File: src/rtl/mips_pkg.sv
// Shared definitions for the multi-cycle MIPS-I subset core: opcodes, functs,
// ALU control codes, FSM state encoding and small decode helpers.
package mips_pkg;

    localparam int unsigned XLEN = 32;
    localparam int unsigned RIDX = 5;

    localparam logic [5:0] OP_RTYPE = 6'h00;
    localparam logic [5:0] OP_J     = 6'h02;
    localparam logic [5:0] OP_BEQ   = 6'h04;
    localparam logic [5:0] OP_BNE   = 6'h05;
    localparam logic [5:0] OP_ADDI  = 6'h08;
    localparam logic [5:0] OP_LW    = 6'h23;
    localparam logic [5:0] OP_SW    = 6'h2B;

    localparam logic [5:0] FN_SYSCALL = 6'h0C;
    localparam logic [5:0] FN_ADD     = 6'h20;
    localparam logic [5:0] FN_SUB     = 6'h22;
    localparam logic [5:0] FN_AND     = 6'h24;
    localparam logic [5:0] FN_OR      = 6'h25;
    localparam logic [5:0] FN_SLT     = 6'h2A;

    localparam logic [3:0] ALU_AND = 4'h0;
    localparam logic [3:0] ALU_OR  = 4'h1;
    localparam logic [3:0] ALU_ADD = 4'h2;
    localparam logic [3:0] ALU_SUB = 4'h6;
    localparam logic [3:0] ALU_SLT = 4'h7;

    typedef enum logic [2:0] {
        FETCH  = 3'd0,
        DECODE = 3'd1,
        EXEC   = 3'd2,
        MEM    = 3'd3,
        WB     = 3'd4,
        HALT   = 3'd5
    } state_t;

    // Sign-extend a 16-bit immediate to the datapath width
    function automatic logic [XLEN-1:0] sext16(input logic [15:0] imm);
        return {{16{imm[15]}}, imm};
    endfunction

    // True for every op/funct combination the core implements
    function automatic logic is_legal(input logic [5:0] op, input logic [5:0] funct);
        logic ok;
        ok = 1'b0;
        case (op)
            OP_RTYPE: ok = (funct == FN_ADD) || (funct == FN_SUB) || (funct == FN_AND) ||
                           (funct == FN_OR)  || (funct == FN_SLT) || (funct == FN_SYSCALL);
            OP_ADDI, OP_LW, OP_SW, OP_BEQ, OP_BNE, OP_J: ok = 1'b1;
            default: ok = 1'b0;
        endcase
        return ok;
    endfunction

    // R-type funct to ALU control code
    function automatic logic [3:0] alu_ctrl_of(input logic [5:0] funct);
        logic [3:0] code;
        code = ALU_ADD;
        case (funct)
            FN_SUB:  code = ALU_SUB;
            FN_AND:  code = ALU_AND;
            FN_OR:   code = ALU_OR;
            FN_SLT:  code = ALU_SLT;
            default: code = ALU_ADD;
        endcase
        return code;
    endfunction

endpackage

File: src/rtl/mips_mc_core_if.sv
// Shared instruction/data memory port with req/ack handshake.
interface mips_mc_core_if;
    logic        mem_req;
    logic        mem_we;
    logic [31:0] mem_addr;
    logic [31:0] mem_wdata;
    logic [31:0] mem_rdata;
    logic        mem_ack;

    modport master (output mem_req, mem_we, mem_addr, mem_wdata, input mem_rdata, mem_ack);
    modport slave  (input mem_req, mem_we, mem_addr, mem_wdata, output mem_rdata, mem_ack);
endinterface

File: src/rtl/alu.sv
// Combinational 32-bit ALU shared by arithmetic, address and branch compare.
module alu
    import mips_pkg::*;
(
    input  logic [3:0]      alu_ctrl,
    input  logic [XLEN-1:0] a,
    input  logic [XLEN-1:0] b,
    output logic [XLEN-1:0] result_c,
    output logic            alu_zero
);

    // Operation select; add/sub wrap, slt is signed
    always_comb begin
        result_c = '0;
        case (alu_ctrl)
            ALU_AND: result_c = a & b;
            ALU_OR:  result_c = a | b;
            ALU_ADD: result_c = a + b;
            ALU_SUB: result_c = a - b;
            ALU_SLT: result_c = XLEN'($signed(a) < $signed(b));
            default: result_c = '0;
        endcase
    end

    assign alu_zero = (result_c == '0);

endmodule

File: src/rtl/mips_mc_regfile.sv
// 32x32 register file: two async read ports, one sync write port, $0 reads as zero.
module mips_mc_regfile
    import mips_pkg::*;
(
    input  logic            clk,
    input  logic            rst_n,
    input  logic [RIDX-1:0] raddr_a,
    input  logic [RIDX-1:0] raddr_b,
    input  logic            we,
    input  logic [RIDX-1:0] waddr,
    input  logic [XLEN-1:0] wdata,
    output logic [XLEN-1:0] rdata_a_c,
    output logic [XLEN-1:0] rdata_b_c
);

    logic [XLEN-1:0] regs [32];

    // Write port; writes to $0 are dropped
    always_ff @(posedge clk or negedge rst_n) begin
        if (!rst_n) begin
            for (int i = 0; i < 32; i++) regs[i] <= '0;
        end else if (we && (waddr != '0)) begin
            regs[waddr] <= wdata;
        end
    end

    assign rdata_a_c = (raddr_a == '0) ? '0 : regs[raddr_a];
    assign rdata_b_c = (raddr_b == '0) ? '0 : regs[raddr_b];

endmodule

File: src/rtl/mips_mc_core.sv
// Multi-cycle MIPS-I subset core with a single shared req/ack memory port.
// Optional MIPS_MC_TRACE_EN adds a registered retire-trace port.
module mips_mc_core
    import mips_pkg::*;
#(
    parameter logic [31:0] RESET_PC    = 32'h0000_0000,
    parameter int unsigned ACK_TIMEOUT = 0
) (
    input  logic                  clk,
    input  logic                  rst_n,
    mips_mc_core_if.master        bus,
    output logic                  halted,
    output logic                  fault
`ifdef MIPS_MC_TRACE_EN
    ,
    output logic                  trc_valid,
    output logic [XLEN-1:0]       trc_pc,
    output logic [XLEN-1:0]       trc_inst,
    output logic                  trc_wen,
    output logic [RIDX-1:0]       trc_wreg,
    output logic [XLEN-1:0]       trc_wdata
`endif
);

    state_t          state, state_nxt;
    logic [XLEN-1:0] pc, pc_nxt, ir, mdr, reg_a, reg_b, target, alu_out, to_cnt;
    logic [XLEN-1:0] imm_ext, alu_b, alu_y, rd_a, rd_b, rf_wdata;
    logic [5:0]      op, funct;
    logic [RIDX-1:0] rf_waddr;
    logic [3:0]      alu_op;
    logic            xfer, alu_zero, halt_set, fault_set, rf_we;

    assign op       = ir[31:26];
    assign funct    = ir[5:0];
    assign imm_ext  = sext16(ir[15:0]);
    assign xfer     = bus.mem_req && bus.mem_ack;
    assign rf_waddr = (op == OP_RTYPE) ? ir[15:11] : ir[20:16];
    assign rf_wdata = (op == OP_LW) ? mdr : alu_out;

    mips_mc_regfile u_regfile (
        .clk       (clk),
        .rst_n     (rst_n),
        .raddr_a   (ir[25:21]),
        .raddr_b   (ir[20:16]),
        .we        (rf_we),
        .waddr     (rf_waddr),
        .wdata     (rf_wdata),
        .rdata_a_c (rd_a),
        .rdata_b_c (rd_b)
    );

    alu u_alu (
        .alu_ctrl (alu_op),
        .a        (reg_a),
        .b        (alu_b),
        .result_c (alu_y),
        .alu_zero (alu_zero)
    );

    // Next-state, PC update and datapath strobes
    always_comb begin
        state_nxt = state;
        pc_nxt    = pc;
        halt_set  = 1'b0;
        fault_set = 1'b0;
        rf_we     = 1'b0;
        alu_op    = ALU_ADD;
        alu_b     = reg_b;
        case (state)
            FETCH: begin
                if (xfer) begin
                    state_nxt = DECODE;
                    pc_nxt    = pc + 32'd4;
                end
            end
            DECODE: begin
                if (!is_legal(op, funct)) begin
                    state_nxt = HALT;
                    halt_set  = 1'b1;
                    fault_set = 1'b1;
                end else begin
                    state_nxt = EXEC;
                end
            end
            EXEC: begin
                case (op)
                    OP_RTYPE: begin
                        if (funct == FN_SYSCALL) begin
                            state_nxt = HALT;
                            halt_set  = 1'b1;
                        end else begin
                            alu_op    = alu_ctrl_of(funct);
                            state_nxt = WB;
                        end
                    end
                    OP_ADDI: begin
                        alu_b     = imm_ext;
                        state_nxt = WB;
                    end
                    OP_LW, OP_SW: begin
                        alu_b = imm_ext;
                        if (alu_y[1:0] != 2'b00) begin
                            state_nxt = HALT;
                            halt_set  = 1'b1;
                            fault_set = 1'b1;
                        end else begin
                            state_nxt = MEM;
                        end
                    end
                    OP_BEQ, OP_BNE: begin
                        alu_op    = ALU_SUB;
                        state_nxt = FETCH;
                        if ((op == OP_BEQ) == alu_zero) pc_nxt = target;
                    end
                    default: begin
                        pc_nxt    = {pc[31:28], ir[25:0], 2'b00};
                        state_nxt = FETCH;
                    end
                endcase
            end
            MEM: begin
                if (xfer) state_nxt = (op == OP_LW) ? WB : FETCH;
            end
            WB: begin
                rf_we     = 1'b1;
                state_nxt = FETCH;
            end
            default: state_nxt = HALT;
        endcase
        // Ack timeout overrides any other transition
        if ((ACK_TIMEOUT > 0) && bus.mem_req && !bus.mem_ack && (to_cnt == 32'(ACK_TIMEOUT - 1))) begin
            state_nxt = HALT;
            halt_set  = 1'b1;
            fault_set = 1'b1;
        end
    end

    // State register
    always_ff @(posedge clk or negedge rst_n) begin
        if (!rst_n) state <= FETCH;
        else        state <= state_nxt;
    end

    // Datapath registers and registered memory-port outputs, driven from the next state
    always_ff @(posedge clk or negedge rst_n) begin
        if (!rst_n) begin
            pc            <= RESET_PC;
            ir            <= '0;
            mdr           <= '0;
            reg_a         <= '0;
            reg_b         <= '0;
            target        <= '0;
            alu_out       <= '0;
            to_cnt        <= '0;
            halted        <= 1'b0;
            fault         <= 1'b0;
            bus.mem_req   <= 1'b0;
            bus.mem_we    <= 1'b0;
            bus.mem_addr  <= '0;
            bus.mem_wdata <= '0;
        end else begin
            pc     <= pc_nxt;
            to_cnt <= (bus.mem_req && !bus.mem_ack) ? to_cnt + 32'd1 : '0;
            if (state == FETCH && xfer) ir <= bus.mem_rdata;
            if (state == MEM && xfer)   mdr <= bus.mem_rdata;
            if (state == DECODE) begin
                reg_a  <= rd_a;
                reg_b  <= rd_b;
                target <= pc + (imm_ext << 2);
            end
            if (state == EXEC) alu_out <= alu_y;
            if (halt_set)  halted <= 1'b1;
            if (fault_set) fault  <= 1'b1;
            bus.mem_req <= (state_nxt == FETCH) || (state_nxt == MEM);
            bus.mem_we  <= (state_nxt == MEM) && (op == OP_SW);
            if (state_nxt == FETCH) begin
                bus.mem_addr <= pc_nxt;
            end else if (state == EXEC && state_nxt == MEM) begin
                bus.mem_addr  <= alu_y;
                bus.mem_wdata <= reg_b;
            end
        end
    end

`ifdef MIPS_MC_TRACE_EN
    logic [XLEN-1:0] inst_pc;
    logic            retire_c;

    assign retire_c = ((state != FETCH) && (state != HALT) && (state_nxt == FETCH)) ||
                      ((state == EXEC) && halt_set && !fault_set);

    // Retire trace, one pulse on the last-state edge of each instruction
    always_ff @(posedge clk or negedge rst_n) begin
        if (!rst_n) begin
            inst_pc   <= '0;
            trc_valid <= 1'b0;
            trc_pc    <= '0;
            trc_inst  <= '0;
            trc_wen   <= 1'b0;
            trc_wreg  <= '0;
            trc_wdata <= '0;
        end else begin
            if (state == FETCH && xfer) inst_pc <= pc;
            trc_valid <= retire_c;
            trc_pc    <= inst_pc;
            trc_inst  <= ir;
            trc_wen   <= rf_we && (rf_waddr != '0);
            trc_wreg  <= rf_we ? rf_waddr : '0;
            trc_wdata <= rf_we ? rf_wdata : '0;
        end
    end
`endif

endmodule

File: src/flat_wrapper.sv
// flat-port wrapper written by rule: the top's interface ports become plain ports
module mips_mc_core_flat import mips_pkg::*;
#(
    parameter logic [31:0] RESET_PC    = 32'h0000_0000,
    parameter int unsigned ACK_TIMEOUT = 0
)
  (clk, rst_n, halted, fault, bus_mem_req, bus_mem_we, bus_mem_addr, bus_mem_wdata, bus_mem_rdata, bus_mem_ack);
  mips_mc_core_if bus_i ();
  input  logic clk;
  input  logic rst_n;
  output logic halted;
  output logic fault;
  output wire logic [$bits(bus_i.mem_req)-1:0] bus_mem_req;
  output wire logic [$bits(bus_i.mem_we)-1:0] bus_mem_we;
  output wire logic [$bits(bus_i.mem_addr)-1:0] bus_mem_addr;
  output wire logic [$bits(bus_i.mem_wdata)-1:0] bus_mem_wdata;
  input wire logic [$bits(bus_i.mem_rdata)-1:0] bus_mem_rdata;
  input wire logic [$bits(bus_i.mem_ack)-1:0] bus_mem_ack;
  assign bus_mem_req = bus_i.mem_req;
  assign bus_mem_we = bus_i.mem_we;
  assign bus_mem_addr = bus_i.mem_addr;
  assign bus_mem_wdata = bus_i.mem_wdata;
  assign bus_i.mem_rdata = bus_mem_rdata;
  assign bus_i.mem_ack = bus_mem_ack;
  mips_mc_core #(.RESET_PC(RESET_PC), .ACK_TIMEOUT(ACK_TIMEOUT)) u_core (.clk(clk), .rst_n(rst_n), .bus(bus_i), .halted(halted), .fault(fault));
endmodule
File: config.mk
export PLATFORM = sky130hd
export DESIGN_NAME = mips_mc_core_flat
export DESIGN_NICKNAME = d
export VERILOG_FILES = /design/src/rtl/mips_pkg.sv /design/src/rtl/mips_mc_core_if.sv /design/src/rtl/alu.sv /design/src/rtl/mips_mc_regfile.sv /design/src/rtl/mips_mc_core.sv /design/src/flat_wrapper.sv
export SDC_FILE = /design/constraint.sdc
export NUM_CORES = 2
export LEC_CHECK = 0
export CORE_UTILIZATION = 45
export CTS_BUF_LIST = sky130_fd_sc_hd__clkbuf_4 sky130_fd_sc_hd__clkbuf_8
export DETAILED_ROUTE_END_ITERATION = 7
export SETUP_SLACK_MARGIN = 0.15
export SLEW_MARGIN = 20
export SYNTH_ARGS = -nofsm -noshare
export SYNTH_HDL_FRONTEND = slang
export SYNTH_HIERARCHICAL = 1
export SYNTH_SLANG_ARGS = --single-unit
File: constraint.sdc
create_clock -name clk -period 8.6 [get_ports clk]
set_input_delay 1.72 -clock clk [delete_from_list [all_inputs] [get_ports clk]]
set_output_delay 1.72 -clock clk [all_outputs]
set_load 0.05 [all_outputs]
Word level (Yosys, flattened, before mapping)
Index checks and enable logic that the tools add are counted.
{"block": "op_classes", "n_addsub": 4, "magnitude_cmp": 5, "n_eq_ne": 22, "n_mux": 44, "bitwise": 6, "reduce_logical": 29}
{"cell": "1024-bit bitwise mux", "count": 1}
{"cell": "32-bit 2-to-1 mux", "count": 14}
{"cell": "32-bit binary-select mux with 5-bit select", "count": 2}
{"cell": "32-bit demux with 5-bit select", "count": 1}
{"cell": "32-bit case mux with 5 select lines", "count": 1}
{"cell": "32-bit case mux with 2 select lines", "count": 2}
{"cell": "32-bit adder", "count": 2}
{"cell": "6-bit equality test, second input constant", "count": 7}
{"cell": "32-bit by 3-bit adder with 32-bit output, second input constant", "count": 1}
{"cell": "32-bit AND", "count": 1}
{"cell": "32-bit logical NOT", "count": 1}
{"cell": "32-bit < comparator", "count": 1}
{"cell": "32-bit bitwise OR", "count": 1}
{"cell": "32-bit subtractor", "count": 1}
{"cell": "6-bit >= comparator, second input constant", "count": 3}
{"cell": "5-bit NOT with 6-bit output", "count": 3}
{"cell": "3-bit 2-to-1 mux", "count": 5}
{"cell": "3-bit case mux with 5 select lines", "count": 1}
{"cell": "6-bit by 3-bit equality test with 1-bit output, second input constant", "count": 2}
{"cell": "6-bit by 4-bit equality test with 1-bit output, second input constant", "count": 2}
{"cell": "3-bit case mux with 4 select lines", "count": 1}
{"cell": "5-bit logical NOT", "count": 2}
{"cell": "3-bit by 2-bit equality test with 1-bit output, second input constant", "count": 3}
{"cell": "3-bit case mux with 3 select lines", "count": 1}
{"cell": "other kinds (26)", "count": 51}
{"block": "totals", "ff_bits": 1319, "out_inout_bits": 68}

Longest topological paths before layout
{"block": "depth", "ltp_word": 15, "mapped_depth": 32, "mapped_depth_nobuf": 26}

Cells and area by module
Netlist, hierarchy kept.
{"module": "mips_mc_regfile", "n_inst": 1, "cells_per_inst": 3539, "area_each_um2": 54024.3}
{"module": "mips_mc_core", "n_inst": 1, "cells_per_inst": 1590, "area_each_um2": 14955.6}
{"module": "alu", "n_inst": 1, "cells_per_inst": 852, "area_each_um2": 5522.8}

Worst setup path after synthesis
No wires, ideal clock.
{"block": "synth_timing", "path_kind": "register to register", "from": "reg u_core.state[0]", "to": "reg u_core.bus.mem_addr[14]", "setup_time_ns": 0.126, "arrival_time_ns": 6.832, "required_time_ns": 8.474, "slack_ns": 1.642, "stages_incl_launch_ff": 31, "path_buffers": 5, "synth_period_minus_slack_ns": 6.958, "path_cell_list": "dfrtp_1 > buf_2 > nor2_1 > and2_1 > buf_2 > buf_2 > o211ai_1 > clkbuf_1 > o21ai_0 > inv_1 > ha_1 > o21ba_2 > or4_4 > a211oi_2 > nor3_1 > xnor2_1 > o221ai_1 > or4_1 > or4_1 > nor4_2 > nand4_1 > nor4_2 > clkbuf_1 > mux2_2 > nand2_1 > o21ai_0 > a22oi_1 > a21oi_1 > a211o_1 > nor2b_1 > a221o_1"}
{"block": "synth_via", "word_cells_on_any_way": 35}
{"item": "from (decl)", "line": "mips_mc_core.sv:25", "source": "state_t state, state_nxt;"}
{"item": "from (signal assigned)", "line": "mips_mc_core.sv:141", "source": "else state <= state_nxt;"}
{"item": "3-bit by 2-bit equality test with 1-bit output *", "line": "mips_mc_core.sv:69", "source": "case (state)"}
{"item": "32-bit 2-to-1 mux *", "line": "mips_mc_core.sv:69"}
{"item": "net u_core.alu_b[1]", "line": "mips_mc_core.sv:27", "source": "logic [XLEN-1:0] imm_ext, alu_b, alu_y, rd_a, rd_b, rf_wdata;"}
{"item": "32-bit subtractor (tied with other cells)", "line": "alu.sv:19", "source": "ALU_SUB: result_c = a - b;"}
{"item": "32-bit case mux with 5 select lines *", "line": "alu.sv:15", "source": "case (alu_ctrl)"}
{"item": "32-bit logical NOT *", "line": "alu.sv:25", "source": "assign alu_zero = (result_c == '0);"}
{"item": "net u_core.alu_zero", "line": "mips_mc_core.sv:31", "source": "logic xfer, alu_zero, halt_set, fault_set, rf_we;"}
{"item": "1-bit equality test *", "line": "mips_mc_core.sv:113", "source": "if ((op == OP_BEQ) == alu_zero) pc_nxt = target;"}
{"item": "32-bit 2-to-1 mux *", "line": "mips_mc_core.sv:113"}
{"item": "32-bit case mux with 2 select lines *", "line": "mips_mc_core.sv:86", "source": "case (op)"}
{"item": "32-bit case mux with 2 select lines *", "line": "mips_mc_core.sv:69"}
{"item": "net u_core.pc_nxt[14]", "line": "mips_mc_core.sv:26", "source": "logic [XLEN-1:0] pc, pc_nxt, ir, mdr, reg_a, reg_b, target, alu_out, to_cnt;"}
{"item": "32-bit 2-to-1 mux *", "line": "mips_mc_core.sv:176", "source": "if (state_nxt == FETCH) begin"}
{"item": "to (signal assigned)", "line": "mips_mc_core.sv:177", "source": "bus.mem_addr <= pc_nxt;"}
{"item": "to (signal assigned)", "line": "mips_mc_core.sv:179", "source": "bus.mem_addr <= alu_y;"}
{"item": "to (decl)", "line": "mips_mc_core_if.sv:10", "source": "modport master (output mem_req, mem_we, mem_addr, mem_wdata, input mem_rdata, mem_ack);"}
The timed path passes the listed nets; every way through them passes the cells marked *. The select of a mux whose other input is x is not followed.
A chain may end at the register's enable or synchronous reset.

Worst setup path after layout
{"block": "layout_timing", "from": "reg u_core.ir[26]", "to": "reg u_core.bus.mem_addr[16]"}
{"block": "layout_via", "word_cells_on_any_way": 47}
{"item": "from (decl)", "line": "mips_mc_core.sv:26"}
{"item": "from (signal assigned)", "line": "mips_mc_core.sv:164", "source": "if (state == FETCH && xfer) ir <= bus.mem_rdata;"}
{"item": "6-bit by 4-bit equality test with 1-bit output or 6-bit equality test (tied branches)", "line": "mips_mc_core.sv:86"}
{"item": "3-bit OR reduction (no source line) *"}
{"item": "32-bit 2-to-1 mux *", "line": "mips_mc_core.sv:86"}
{"item": "32-bit 2-to-1 mux *", "line": "mips_mc_core.sv:69"}
{"item": "net u_core.alu_b[1]", "line": "mips_mc_core.sv:27"}
{"item": "32-bit subtractor or 32-bit adder (tied branches)", "line": "alu.sv:19, alu.sv:18"}
{"item": "32-bit case mux with 5 select lines *", "line": "alu.sv:15"}
{"item": "net u_core.alu_y[31]", "line": "mips_mc_core.sv:27"}
{"item": "32-bit logical NOT *", "line": "alu.sv:25"}
{"item": "net u_core.alu_zero", "line": "mips_mc_core.sv:31"}
{"item": "1-bit equality test *", "line": "mips_mc_core.sv:113"}
{"item": "32-bit 2-to-1 mux *", "line": "mips_mc_core.sv:113"}
{"item": "32-bit case mux with 2 select lines *", "line": "mips_mc_core.sv:86"}
{"item": "32-bit case mux with 2 select lines *", "line": "mips_mc_core.sv:69"}
{"item": "32-bit 2-to-1 mux *", "line": "mips_mc_core.sv:176"}
Marks and branches as above.

==> qor.csv <==
stage,metric,value,unit
clock_network,CTS resizes,0,
timing,Final Hold Viols,0,
drt,DR vias/cell,6.49,
clock_network,Worst-path clk slew,0.06,ns
clock_network,Setup Buffers After CTS,0,
drt,Antenna Nets Post-Route,0,
placed_design,Port-buffer cells,102,
finish,most frequent cells in the layout,"1311 x dfrtp_1, 1019 x mux2_2, 557 x nand2_1, 459 x mux4_2, 280 x clkbuf_8",
yosys,asr flop ratio synth,1.00,
setup_path,origin of the worst setup path,u_core/ir[26]$_DFFE_PN0P_,
yosys,synthesis warning total,6,
finish,filler cell count in the final layout,14300,
timing,worst setup margin,0.688,ns
yosys,Post-synth EDFFs,0,
clock_network,clk buf depth,3,
finish,Storage cell area,33000,um^2
floorplanning,Std-Cell Rows,148,
timing,Worst-Margin Slew,1.29,ns
drt,DRC viols,0,
worst_hold_path,HP Class,reg2reg,
yosys,Cells after Synth,5981,
finish,area delta synth->final,10.3,%
global_routing,largest net degree at the start of global routing,179,
floorplanning,Core ar.,164000,um^2
global_routing,vias in the first global route,53600,
floorplanning,Die X,409,um
clock_network,htree depth,4,
yosys,#FFs+latches synth,1319,
setup_path,crit start category,flop,
finish,Layout Nets,6060,
power,pwr dens,152,nW/um^2
yosys,Synth cell types,109,
floorplanning,Top Ports,103,
clock_network,clock sink count,1319,
placed_design,Final Wtd Congestion,0.964,
global_routing,gr usage total,0.302,
finish,"most common cell after layout, fill and taps aside",dfrtp_1,
global_routing,antenna violations before repair,11,
global_routing,first-pass GRT wire length,373000,um
floorplanning,Die H,409,um
yosys,post-synthesis sequential area ratio,0.443,
yosys,"Top FF cell, synth",dfrtp_1,
setup_path,"critical path fanouts, max",34,
setup_path,"Arr. time, crit path",8.82,ns
placed_design,Post-DP HPWL,164000,um
drt,DRT iter0 DRCs,6094,
drt,Pre-antenna DRT Iters,8,
run,maxcap violations,0,
setup_path,worst r2r dst,u_core/bus.mem_addr[16]$_DFFE_PN0P_,
setup_path,Worst Path Required,9.51,ns
setup_path,crit path capture type,flop,
clock_network,clk_lat worst skew,0.99,ns
setup_path,r2r startpoint,u_core/ir[26]$_DFFE_PN0P_,
setup_path,"Slowest-stage cell, CP",a2111oi_0,
power,Worst VDD drop,0.000108,V
timing,"Slew Viols, Final",0,
clock_network,Post-CTS Hold Fix Bufs,0,
timing,period utilisation layout,0.920,
setup_path,slowest cell delay on critical path,0.76,ns
global_routing,total grt overflow,0,
timing,Final min period,7.91,ns
clock_network,CTS tree,built,
timing,RSZ-0062 raised after global routing,false,
clock_network,Clock Root Buffer,clkbuf_8,
yosys,syn avg cell area,12.5,um^2
setup_path,Most common cell on crit path,buf_4,
drt,routed length per placed instance,30.8,um
outcome,status,completed,
floorplanning,Die ar.,167000,um^2
finish,multi-input logic area,38800,um^2
placed_design,Place WS,0.453,ns
finish,Final Util,0.503,
drt,total number of vias,53500,
power,Pleak,37.0,nW
timing,setup TNS,0,ns
timing,maximum clock frequency,126,MHz
drt,Post-Route WL,254000,um
yosys,Netlist Area Pre-Place,74500,um^2
timing,setup violators final,0,
setup_path,end of the critical path,u_core/bus.mem_addr[16]$_DFFE_PN0P_,
setup_path,R2R cell count,28,
timing,Rel. slew slack,0.130,
setup_path,critical path class,reg2reg,
timing,clk_skew,0.0386,ns
clock_network,number of CTS-inserted buffers,221,
floorplanning,Starting Density,0.456,
finish,layout cells sized above 1,0.351,
setup_path,worst reg2reg setup slack,0.69,ns
## area by class of cell
class	instances	share of cell area
multi-input combinational	3971	0.472
clock inverter	43	0.00528
sequential	1319	0.402
clock buffer	353	0.0536
timing repair buffer	245	0.0278
inverter	136	0.00621
tap	2175	0.0331
antenna	6	0.000183
## worst min-delay path by stage
stage                                            start                                      end  depth (start not counted)
3_3_place_gp   u_core/u_regfile/regs[1019]$_DFFE_PN0P_  u_core/u_regfile/regs[1019]$_DFFE_PN0P_                          0
4_1_cts        u_core/u_regfile/regs[1018]$_DFFE_PN0P_  u_core/u_regfile/regs[1018]$_DFFE_PN0P_                          0
3_5_place_dp   u_core/u_regfile/regs[1015]$_DFFE_PN0P_  u_core/u_regfile/regs[1015]$_DFFE_PN0P_                          0
2_1_floorplan             u_core/target[9]$_DFFE_PN0N_             u_core/target[9]$_DFFE_PN0N_                          2
5_1_grt        u_core/u_regfile/regs[1013]$_DFFE_PN0P_  u_core/u_regfile/regs[1013]$_DFFE_PN0P_                          0
6_report       u_core/u_regfile/regs[1011]$_DFFE_PN0P_  u_core/u_regfile/regs[1011]$_DFFE_PN0P_                          0
## cells in the mapped netlist, drive strengths merged, types with 27 or more instances
library cell | n | area share
a2111oi | 66 | 0.0079
a211oi | 39 | 0.0040
a21o | 52 | 0.0052
a21oi | 135 | 0.0092
a221o | 34 | 0.0046
a22o | 60 | 0.0071
a22oi | 39 | 0.0039
buf | 246 | 0.018
clkbuf | 315 | 0.016
dfrtp | 1319 | 0.44
ha | 128 | 0.021
inv | 134 | 0.0068
mux2 | 1137 | 0.17
mux2i | 179 | 0.024
mux4 | 459 | 0.14
nand2 | 572 | 0.029
nand2b | 40 | 0.0034
nand3 | 62 | 0.0043
nor2 | 150 | 0.0078
nor2b | 56 | 0.0047
nor3 | 108 | 0.0073
nor4 | 27 | 0.0026
o211ai | 29 | 0.0030
o21ai | 115 | 0.0077
o22ai | 124 | 0.010
xnor2 | 29 | 0.0034
## per-stage QoR
step | cell area (um^2) | cells | hold WS [ns] | power, mW
final | 82200 | 8248 | 0.396 | 12.5
after global routing | 82200 | 8243 | 0.410 | 12.9
after CTS | 82100 | 8241 | 0.398 | 12.6
after detailed placement | 77300 | 7845 | 0.384 | 6.50
after global placement | 77300 | 7845 | 0.376 | 6.50
after floorplan | 74500 | 5987 | 0.440 | 6.33
## metal layers
layer	share of wire	routed length, um	vias up	track usage
li1	-	-	22300	-
met4	0.044	11100	2	0.126
met1	0.42	106000	28300	0.414
met2	0.46	118000	2427	0.473
met5	0.000047	12	-	0
met3	0.076	19400	539	0.0548
## state kept, by name, summed over array words and instances (netlist names)
register,flops
u_core/u_regfile/regs,1024
u_core/alu_out,32
u_core/bus.mem_addr,32
u_core/bus.mem_wdata,32
u_core/ir,32
u_core/mdr,32
u_core/pc,32
u_core/reg_a,32
u_core/reg_b,32
u_core/target,32
u_core/state,3
u_core/bus.mem_req,1
u_core/bus.mem_we,1
u_core/fault,1
u_core/halted,1
## logic make-up (layout without fill, tap and decap cells)
group	Yosys count	count (layout)	synth area share
multiplexers	1775	1775	0.335
flip-flops	1319	1319	0.443
AND/OR/NAND/NOR	1153	1153	0.0721
AO/OA/AOI/OAI	865	865	0.0826
buffers and inverters	697	777	0.0405
adder cells (fa/ha/maj)	131	131	0.0223
XOR/XNOR	40	40	0.00470
other	1	13	0.0000503
## critical path, delay by kind of cell, from the launching register on
kind / cells / cell delay (ns)
AO/OA/AOI/OAI: 14 / 3.91
buffers and inverters: 4 / 1.06
flip-flops: 1 / 0.53
AND/OR/NAND/NOR: 7 / 1.68
adder cells (fa/ha/maj): 1 / 0.33
XOR/XNOR: 2 / 0.29
## where the power goes
group	internal (mW)	total [mW]	switching, mW
clock	3.39	6.09	2.70
sequential	6.21	6.21	0.00144
combinational	0.0283	0.177	0.149
Power figures use the tool's default switching activity.
